`src/rtl/pipe_pkg.sv`:
```
// Shared definitions for the pipeline front-end control logic.
//   - Opcode and func encodings as decoded from the IF/ID segment.
//   - reg_idx_t: 4-bit architectural register index.
//   - state_t:   hazard sequencer states.
package pipe_pkg;

  localparam logic [1:0] OP_ALU  = 2'b00;
  localparam logic [1:0] OP_MEM  = 2'b01;
  localparam logic [1:0] OP_CTRL = 2'b10;
  localparam logic [1:0] OP_SYS  = 2'b11;

  localparam logic [1:0] FUNC_LOAD  = 2'b00;
  localparam logic [1:0] FUNC_STORE = 2'b01;

  typedef logic [3:0] reg_idx_t;

  typedef enum logic [1:0] {
    S_RUN   = 2'd0,
    S_LOAD  = 2'd1,
    S_FLUSH = 2'd2,
    S_VEC   = 2'd3
  } state_t;

endpackage

```
`src/rtl/src_use_decode.sv`:
```
// Source-operand usage decoder for the instruction in ID.
// Ports:
//   op, func  in  opcode / function fields from IF/ID
//   imm       in  immediate flag (rs2 replaced by an immediate)
//   use_rs1   out rs1 is read (store data)
//   use_rs2   out rs2 is read
//   use_rs3   out rs3 is read
module src_use_decode
  import pipe_pkg::*;
(
  input  logic [1:0] op,
  input  logic [1:0] func,
  input  logic       imm,
  output logic       use_rs1,
  output logic       use_rs2,
  output logic       use_rs3
);

  always_comb begin
    use_rs1 = 1'b0;
    use_rs2 = 1'b0;
    use_rs3 = 1'b0;
    case (op)
      OP_ALU: begin
        use_rs3 = 1'b1;
        use_rs2 = !imm;
      end
      OP_MEM: begin
        // Undefined MEM funcs read nothing, so they never stall.
        if (func == FUNC_LOAD) begin
          use_rs3 = 1'b1;
        end else if (func == FUNC_STORE) begin
          use_rs3 = 1'b1;
          use_rs1 = 1'b1;
        end
      end
      OP_CTRL: use_rs3 = !imm;
      default: ;
    endcase
  end

endmodule

```
`src/rtl/pipeline_hazard_ctrl.sv`:
```
// Front-end hazard sequencer for the five-stage pipeline.
// Resolves load-use stalls, taken-branch flushes and multi-cycle vector ops.
// Ports:
//   clk, rst                 clock, synchronous active-low reset
//   id_op/func/I/V/rs1/rs3/rs2  decoded fields of the instruction in ID
//   ex_mem_read, ex_rd       EX holds a load and its destination register
//   ex_branch_taken          branch in EX resolved taken this cycle
//   pc_en, ifid_en           front-end advance enables
//   ifid_flush, idex_flush   NOP into IF/ID, bubble into ID/EX
//   vec_busy, vec_lane       vector sequencing status and current lane
//   dbg_state                current sequencer state (observation only)
module pipeline_hazard_ctrl
  import pipe_pkg::*;
#(
  parameter int LANES        = 4,
  parameter int LOAD_BUBBLES = 1
) (
  input  logic                     clk,
  input  logic                     rst,
  input  logic [1:0]               id_op,
  input  logic [1:0]               id_func,
  input  logic                     id_I,
  input  logic                     id_V,
  input  reg_idx_t                 id_rs1,
  input  reg_idx_t                 id_rs3,
  input  reg_idx_t                 id_rs2,
  input  logic                     ex_mem_read,
  input  reg_idx_t                 ex_rd,
  input  logic                     ex_branch_taken,
  output logic                     pc_en,
  output logic                     ifid_en,
  output logic                     ifid_flush,
  output logic                     idex_flush,
  output logic                     vec_busy,
  output logic [$clog2(LANES)-1:0] vec_lane,
  output state_t                   dbg_state
);

  localparam int             LW        = $clog2(LANES);
  localparam logic [LW-1:0]  LANE_LAST = LW'(LANES - 1);
  localparam logic [1:0]     BUB_INIT  = 2'(LOAD_BUBBLES - 1);

  state_t        state, state_nxt;
  logic [LW-1:0] lane_cnt, lane_nxt;
  logic [1:0]    bub_cnt, bub_nxt;

  logic use_rs1, use_rs2, use_rs3;
  logic load_use, vec_start;

  src_use_decode u_src_use_decode (
    .op      (id_op),
    .func    (id_func),
    .imm     (id_I),
    .use_rs1 (use_rs1),
    .use_rs2 (use_rs2),
    .use_rs3 (use_rs3)
  );

  assign load_use = ex_mem_read &&
                    ((use_rs1 && (id_rs1 == ex_rd)) ||
                     (use_rs2 && (id_rs2 == ex_rd)) ||
                     (use_rs3 && (id_rs3 == ex_rd)));

  assign vec_start = (id_op == OP_ALU) && id_V;

  assign dbg_state = state;

  // State register
  always_ff @(posedge clk) begin
    if (!rst) begin
      state    <= S_RUN;
      lane_cnt <= '0;
      bub_cnt  <= '0;
    end else begin
      state    <= state_nxt;
      lane_cnt <= lane_nxt;
      bub_cnt  <= bub_nxt;
    end
  end

  // Next-state logic.
  // bub_cnt holds the number of S_LOAD cycles still to run, so the detect
  // cycle plus the S_LOAD cycles add up to LOAD_BUBBLES. With a single
  // bubble the detect cycle is the whole stall and S_LOAD is skipped.
  always_comb begin
    state_nxt = state;
    lane_nxt  = lane_cnt;
    bub_nxt   = bub_cnt;
    case (state)
      S_RUN: begin
        if (ex_branch_taken) begin
          state_nxt = S_FLUSH;
        end else if (vec_start) begin
          // Lane 0 is processed in the entry cycle.
          state_nxt = S_VEC;
          lane_nxt  = LW'(1);
        end else if (load_use) begin
          bub_nxt   = BUB_INIT;
          state_nxt = (BUB_INIT == 2'd0) ? S_RUN : S_LOAD;
        end
      end
      S_LOAD: begin
        if (ex_branch_taken) begin
          state_nxt = S_FLUSH;
          bub_nxt   = '0;
        end else if (bub_cnt <= 2'd1) begin
          state_nxt = S_RUN;
          bub_nxt   = '0;
        end else begin
          bub_nxt = bub_cnt - 2'd1;
        end
      end
      S_FLUSH: state_nxt = S_RUN;
      S_VEC: begin
        // EX holds the vector op, so a branch indication here is ignored.
        if (lane_cnt == LANE_LAST) begin
          state_nxt = S_RUN;
          lane_nxt  = '0;
        end else begin
          lane_nxt = lane_cnt + LW'(1);
        end
      end
      default: state_nxt = S_RUN;
    endcase
  end

  // Output logic: conditions detected in S_RUN act in the same cycle.
  always_comb begin
    pc_en      = 1'b1;
    ifid_en    = 1'b1;
    ifid_flush = 1'b0;
    idex_flush = 1'b0;
    vec_busy   = 1'b0;
    vec_lane   = lane_cnt;
    if (!rst) begin
      pc_en      = 1'b0;
      ifid_en    = 1'b0;
      ifid_flush = 1'b1;
      idex_flush = 1'b1;
      vec_lane   = '0;
    end else begin
      case (state)
        S_RUN: begin
          if (ex_branch_taken) begin
            ifid_flush = 1'b1;
            idex_flush = 1'b1;
          end else if (vec_start) begin
            pc_en    = 1'b0;
            ifid_en  = 1'b0;
            vec_busy = 1'b1;
          end else if (load_use) begin
            pc_en      = 1'b0;
            ifid_en    = 1'b0;
            idex_flush = 1'b1;
          end
        end
        S_LOAD: begin
          if (ex_branch_taken) begin
            ifid_flush = 1'b1;
            idex_flush = 1'b1;
          end else begin
            pc_en      = 1'b0;
            ifid_en    = 1'b0;
            idex_flush = 1'b1;
          end
        end
        S_FLUSH: begin
          ifid_flush = 1'b1;
          idex_flush = 1'b1;
        end
        S_VEC: begin
          pc_en    = 1'b0;
          ifid_en  = 1'b0;
          vec_busy = 1'b1;
        end
        default: ;
      endcase
    end
  end

endmodule

```
`config.mk`:
```
export PLATFORM = sky130hd
export DESIGN_NAME = pipeline_hazard_ctrl
export DESIGN_NICKNAME = d
export VERILOG_FILES = /design/src/rtl/pipe_pkg.sv /design/src/rtl/src_use_decode.sv /design/src/rtl/pipeline_hazard_ctrl.sv
export SDC_FILE = /design/constraint.sdc
export NUM_CORES = 1
export LEC_CHECK = 0
export CAP_MARGIN = 20
export CORE_MARGIN = 4
export CORE_UTILIZATION = 35
export CTS_BUF_LIST = sky130_fd_sc_hd__clkbuf_8 sky130_fd_sc_hd__clkbuf_16
export CTS_CLUSTER_DIAMETER = 60
export DETAILED_ROUTE_END_ITERATION = 16
export PLACE_DENSITY = 0.7
export SLEW_MARGIN = 40
export SYNTH_ARGS = -nofsm -noshare
export SYNTH_HDL_FRONTEND = slang
export SYNTH_HIERARCHICAL = 1
export SYNTH_SLANG_ARGS = --single-unit
```
`constraint.sdc`:
```
create_clock -name clk -period 1.4 [get_ports clk]
set_input_delay 0.14 -clock clk [delete_from_list [all_inputs] [get_ports clk]]
set_output_delay 0.14 -clock clk [all_outputs]
set_load 0.02 [all_outputs]
```
Word-level counts from Yosys, hierarchy flattened
Cells that the tools add are included.
{ "classes": {"addsub": 2, "mul": 0, "div_mod_pow": 0, "n_lt_le_gt_ge": 1, "n_eq_ne": 17, "n_shift": 0, "n_mux": 40, "bitwise_logic": 0, "reduce_logical": 18} }
{ "ops": {"columns": ["op", "n"], "rows": [
  ["2-to-1 mux 2 bit", 14],
  ["2-to-1 mux 1 bit", 18],
  ["equality test 4 bit", 3],
  ["inequality test 2 bit, second input constant", 5],
  ["equality test 2 bit, second input constant", 4],
  ["case mux 2 bit (2 select lines)", 2],
  ["case mux 2 bit (4 select lines)", 1],
  ["equality test 2 x 1 -> 1 bit, second input constant", 3],
  ["zero test 2 bit", 3],
  ["case mux 1 bit (2 select lines)", 3],
  ["case mux 1 bit (3 select lines)", 2],
  ["AND reduction 3 bit", 2],
  ["logical AND 1 bit", 5],
  ["inequality test 4 bit, second input constant", 1],
  ["AND reduction 4 bit", 1],
  ["nonzero test 2 bit", 2],
  ["OR reduction 2 bit", 2],
  ["inequality test 3 bit, second input constant", 1],
  ["adder 2 x 1 -> 2 bit, second input constant", 1],
  ["less-or-equal comparator 2 x 1 -> 1 bit, second input constant", 1],
  ["logical OR 1 bit", 2],
  ["subtractor 2 x 1 -> 2 bit, second input constant", 1],
  ["zero test 1 bit", 1]
]} }
{ "word_totals": {"regBits": 6, "latch_bits": 0, "mem_bits_rw": 0, "romBits": 0, "out_inout_bits": 9, "word_cells": 81, "mem_count": 0} }

Logic depth before layout (Yosys ltp)
{ "logic_depth": {"word_depth": 13, "depth_mapped": 8, "mapped_depth_nobuf": 8} }

Modules after synthesis
Netlist, hierarchy kept.
{ "modules_own_cells": {"columns": ["mod", "n_inst", "cells_each", "area_each_um2"], "rows": [
  ["pipeline_hazard_ctrl", 1, 89, 671.9],
  ["src_use_decode", 1, 5, 26.3]
]} }

Least setup slack after synthesis
No wires, ideal clock.
{ "synth_path": {"path_kind": "register -> output", "from": "register state[0], in the netlist dbg_state[0]", "to": "output vec_busy", "arrival_time_ns": 1.721, "slack_ns": -0.461, "path_stages_with_launch": 7, "cell_sequence": "dfxtp_1 > inv_1 > ha_1 > buf_2 > nor2b_1 > a21oi_1 > nor3b_1"} }
{ "synth_between": {"elab_chain_cells": 3, "elab_cells_between_ends": 4, "cone_classes": "eq/ne (1); mux (2); reduce/logical (1)"} }
{ "synth_lines": {"columns": ["item", "line", "text"], "rows": [
  ["start: declaration", "pipeline_hazard_ctrl.sv:43", "state_t state, state_nxt;"],
  ["start signal: assignment", "pipeline_hazard_ctrl.sv:75", "state <= state_nxt;"],
  ["equality test 2 bit or zero test 2 bit (tied branches)", "pipeline_hazard_ctrl.sv:142", "case (state)"],
  ["case mux 1 bit (2 select lines) (*)", "pipeline_hazard_ctrl.sv:142", null],
  ["2-to-1 mux 1 bit (*)", "pipeline_hazard_ctrl.sv:135", "if (!rst) begin"],
  ["end: declaration", "pipeline_hazard_ctrl.sv:34", "output logic vec_busy,"]
]} }
Every way passes the cells marked *; elsewhere a longest branch is shown, timed or not.

Worst setup path in the final report
{ "layout_path": {"from": "register state[1], in the netlist dbg_state[1]", "to": "register state[0], in the netlist dbg_state[0]"} }
{ "layout_between": {"elab_chain_cells": 3, "elab_cells_between_ends": 9, "cone_classes": "eq/ne (6); mux (1); reduce/logical (2)"} }
{ "layout_lines": {"columns": ["item", "line", "text"], "rows": [
  ["equality test 2 x 1 -> 1 bit, or another cell as far along", "pipeline_hazard_ctrl.sv:89", "case (state)"],
  ["inequality test 3 bit (no source line), or another cell as far along", null, null],
  ["AND reduction 3 bit (no source line)", null, null]
]} }
Several ways; a longest one is shown, not always the timed one.
A chain may end at the register's enable or synchronous reset.

==> run summary <==
For this configuration, the core starts out at a cell density of between 30% and 40%. The worst hold path belongs to the class reg2reg. The number of max-cap violations is 0. The data arrival time of the critical path came out at 1760 ps. The final total power came out at slightly below 1 mW. The largest driver fanout on the critical path came out at 3. The area of the die is between 2000 and 3000 um2. Summing the areas of all compound-gate instances in the mapped netlist gives 23.12% of the synthesized area. By count the netlist is led by sky130_fd_sc_hd__nand2_1, sky130_fd_sc_hd__xor2_1, sky130_fd_sc_hd__dfxtp_1. After synthesis, the cell types taking the most area are sky130_fd_sc_hd__dfxtp_1, sky130_fd_sc_hd__xor2_1, sky130_fd_sc_hd__ha_1, sky130_fd_sc_hd__nand2_1, sky130_fd_sc_hd__o21a_1. The number of sinks driven by the clock tree came out at 6. The total global routing track utilization is between 20% and 30%.

The synthesized-area fraction occupied by adder cells came out at approximately 9%. Traced cell by cell, the critical path runs through inv_4, buf_6, ha_4, buf_6, and3b_1, nand2b_4, a21oi_2, o22ai_2, a31oi_1, nor2b_1. The count of non-filler cells in the finished layout came out at between 150 and 200.

TritonCTS built the clock tree. The worst setup path is captured at a register. 35 I/O pins were placed. The cell at the slowest stage of the critical path is sky130_fd_sc_hd__dfxtp_4.

Routability-driven placement finished with a final weighted congestion of between 0.8 and 0.9. The chip height came out at around 53 um. The maximum clock skew at final layout is 13.32 ps. The die extent in x came out at about 53 um. The final number of max-transition violations came out at 0. The share of Yosys cell area claimed by the top area cell type came out at between 15 and 20%. The largest incremental delay on the critical path came out at between 300 and 400 ps.

In the post-synthesis netlist, the cell with the most instances is sky130_fd_sc_hd__nand2_1. The clock slew seen by the registers of the worst setup and hold paths is 50 ps. The largest net degree at the start of global routing came out at 9. Grouping stages by cell kind, the critical path spends the most delay in simple AND/OR/NAND/NOR gates. The cell count after placement is between 150 and 200. The number of enable-type register cells in the synthesized netlist is 0.

The cell type with the highest aggregate area in the netlist is sky130_fd_sc_hd__dfxtp_1. The cell count after synthesis came out at 94. In this run the core area contains 15 standard-cell rows. The share of the clock period used by the worst path after layout came out at 117.0%. The area growth from synthesis to layout is 110.8%. The type of the worst setup path is reg2reg. The average size of a mapped cell is between 7 and 8 um2.

Counting flops with an async set or reset pin after synthesis yields a share of 0%. The remaining number of nets flagged by the antenna check after routing is 0. The critical path required time came out at 1520 ps.

The number of design-rule violations left by the first detailed-router iteration is 12. The achievable clock frequency came out at just over 0.6 GHz. The cell occurring most often along the worst timing path is sky130_fd_sc_hd__buf_6. After routing the design area is between 1000 and 1500 um2. The run finished, with violations left. The number of vias after detailed routing came out at around 940. The number of input and output port buffers inserted is 34. The post-detailed-routing wire length came out at around 2.9 mm.

The synthesized area is between 600 and 700 um2. The leakage component of the power is around 0.65 nW. The wire length of the first global-routing pass is 4.209 mm.

The type of element launching the critical path is a register. The latest clock arrival within the worst-skew pair came out at between 200 and 250 ps. The count of endpoints failing setup in the final report is 9. Counting every net in the synthesized netlist gives approximately 130. The checks that failed: negative setup slack.

The mux contribution to synthesized area is 2.867%. The number of buffers between clock root and the deepest sink came out at 2. The clock period minus final worst setup slack is about 1600 ps.

The area fraction in and, or, nand and nor cells after synthesis came out at 28.32%. Dividing the detail-routed wire length by the instance count gives 16.46 um. The tree is rooted in a sky130_fd_sc_hd__clkbuf_8. The power per standard cell area is ~660 nW/um2.

The vias per cell came out at roughly 5.2. The fraction of the yosys area taken by sequential cells came out at 17.20%. The XOR/XNOR share of the synthesized area is approximately 15%. The initial antenna violation count came out at 0. After synthesis the netlist holds a flip-flop and latch count of 6.

The sum of overflow across all layers after global routing is 0. For this run, the leading register cell type out of synthesis is sky130_fd_sc_hd__dfxtp_1. For this run, design rule violations remaining after detail routing come to 0.

The worst slew margin relative to its limit is between 70% and 80%. The number of buffers and inverters on the critical path came out at 3. Setup repair after global routing could not meet its margin everywhere.

The transition time at the pin with the least slew margin came out at between 300 and 400 ps. The share of cells above drive strength 1 is ~50%. The area of placed instances is 1277 um2. The number of nets in the final layout came out at between 150 and 200. The placeable core area is ~1800 um2. The count of unique library cells instantiated by Yosys is 34. The number of levels in the clock H-tree came out at 1.

The layout has 117 filler cells. The total iterations of the first detailed-routing run came out at 4. The count of warnings emitted by yosys came out at 6.

The HPWL after detailed placement is between 1.5 and 2 mm. Across the VDD grid, the largest voltage drop is 0.0006495 V. The final number of hold-violating endpoints is 0. After synthesis, the largest family of logic cells by area is simple AND/OR/NAND/NOR gates. The CTS buffer count came out at 3. In the post-route analysis, the smallest setup slack over all paths is -238.3 ps.

The antenna diode count is 0. The via count of the first global-routing pass came out at 906.
[cells by family after synthesis]
kind of cell,Yosys count
multiplexers,2
adder cells (fa/ha/maj),5
XOR/XNOR,12
buffers and inverters,7
AO/OA/AOI/OAI,24
AND/OR/NAND/NOR,38
flip-flops,6
[where the power goes]
group	leakage, nW	switching [mW]	total, mW	internal (mW)
sequential	0.0500	0.00806	0.186	0.177
clock	0.0269	0.0871	0.277	0.189
combinational	0.568	0.245	0.503	0.258
[metal layers]
| metal | share of wire [%] | vias to the layer above | global-route usage (%) |
|---|---|---|---|
| met2 | 54 | 27 | 37.60 |
| li1 | - | 445 | - |
| met5 | 0 | - | 0 |
| met3 | 4.1 | 2 | 4.274 |
| met4 | 0.34 | 0 | 4.681 |
| met1 | 42 | 464 | 25.08 |
[final cells by class]
class	count	area, um2	area share [%]
Tap cell	25	31.28	2.126
Multi-Input combinational cell	81	750.7	51.02
Inverter	4	20.02	1.361
Clock inverter	1	3.754	0.2551
Clock buffer	3	41.29	2.806
Timing Repair Buffer	59	496.7	33.76
Sequential cell	6	127.6	8.673
[worst register-to-register path: stages, from the launching register on]
cell                       delay [ps]
sky130_fd_sc_hd__dfxtp_4          360
sky130_fd_sc_hd__inv_4             40
sky130_fd_sc_hd__buf_6            110
sky130_fd_sc_hd__ha_4             160
sky130_fd_sc_hd__buf_6            110
sky130_fd_sc_hd__and3b_1          170
sky130_fd_sc_hd__nand2b_4         160
sky130_fd_sc_hd__a21oi_2          120
sky130_fd_sc_hd__o22ai_2           80
sky130_fd_sc_hd__a31oi_1          160
sky130_fd_sc_hd__nor2b_1           60
[per-stage QoR]
step	setup slack (ps)	hold WS, ps	util (%)	TNS [ps]
finish	-238.3	458.4	81.67	-1540
global placement	-1109	439.4	70.90	-7643
CTS	-317.2	457.2	79.10	-1834
global route	-330.5	492.7	81.67	-2379
detailed placement	-1077	450.2	70.90	-7490
floorplan	-63.99	285.5	-	-152.4
[registers in the layout, summed over array words and instances, names as in the netlist]
name       cells
bub_cnt        2
dbg_state      2
lane_cnt       2
[final timing paths]
kind | depth (start not counted) | start | end | slack [ps]
min | 2 | bub_cnt[1]$_SDFFE_PN0P_ | bub_cnt[1]$_SDFFE_PN0P_ | 460
min reg2reg | 2 | bub_cnt[1]$_SDFFE_PN0P_ | bub_cnt[1]$_SDFFE_PN0P_ | 460
max reg2reg | 10 | dbg_state[1]$_SDFFE_PN0P_ | dbg_state[0]$_SDFFE_PN0P_ | -240
max | 10 | dbg_state[1]$_SDFFE_PN0P_ | dbg_state[0]$_SDFFE_PN0P_ | -240
[what timing repair did]
| item | 4_1_cts | 5_1_grt |
|---|---|---|
| endpoints found under the hold margin | 0 | 0 |
| endpoints found under the setup margin | 15 | 11 |
| gates resized for setup | 90 | 27 |
| pin swaps | 25 | 16 |
| hold buffers | 0 | 0 |
| setup buffers | 3 | 2 |
[cell usage in the layout (no fill, tap or decap), types with 2 or more instances in the layout]
cell,count
sky130_fd_sc_hd__clkbuf_2,6
sky130_fd_sc_hd__xnor2_1,3
sky130_fd_sc_hd__clkdlybuf4s50_1,2
sky130_fd_sc_hd__dfxtp_1,4
sky130_fd_sc_hd__inv_1,3
sky130_fd_sc_hd__mux2i_1,2
sky130_fd_sc_hd__ha_1,2
sky130_fd_sc_hd__nand3_1,2
sky130_fd_sc_hd__nand2_1,12
sky130_fd_sc_hd__nor2b_1,2
sky130_fd_sc_hd__clkdlybuf4s15_1,4
sky130_fd_sc_hd__inv_4,2
sky130_fd_sc_hd__ha_4,2
sky130_fd_sc_hd__nor2_1,4
sky130_fd_sc_hd__nor4_2,3
sky130_fd_sc_hd__buf_6,9
sky130_fd_sc_hd__dlygate4sd2_1,12
sky130_fd_sc_hd__buf_2,3
sky130_fd_sc_hd__a21oi_1,2
sky130_fd_sc_hd__buf_4,21
sky130_fd_sc_hd__clkbuf_8,3
sky130_fd_sc_hd__and2_1,3
sky130_fd_sc_hd__o21a_1,4
sky130_fd_sc_hd__a21oi_2,2
sky130_fd_sc_hd__o21ai_0,2
sky130_fd_sc_hd__xor2_2,3
sky130_fd_sc_hd__dfxtp_4,2
sky130_fd_sc_hd__xor2_1,6
sky130_fd_sc_hd__nor3_2,2
No activity file was read; power rests on OpenSTA's default activity.
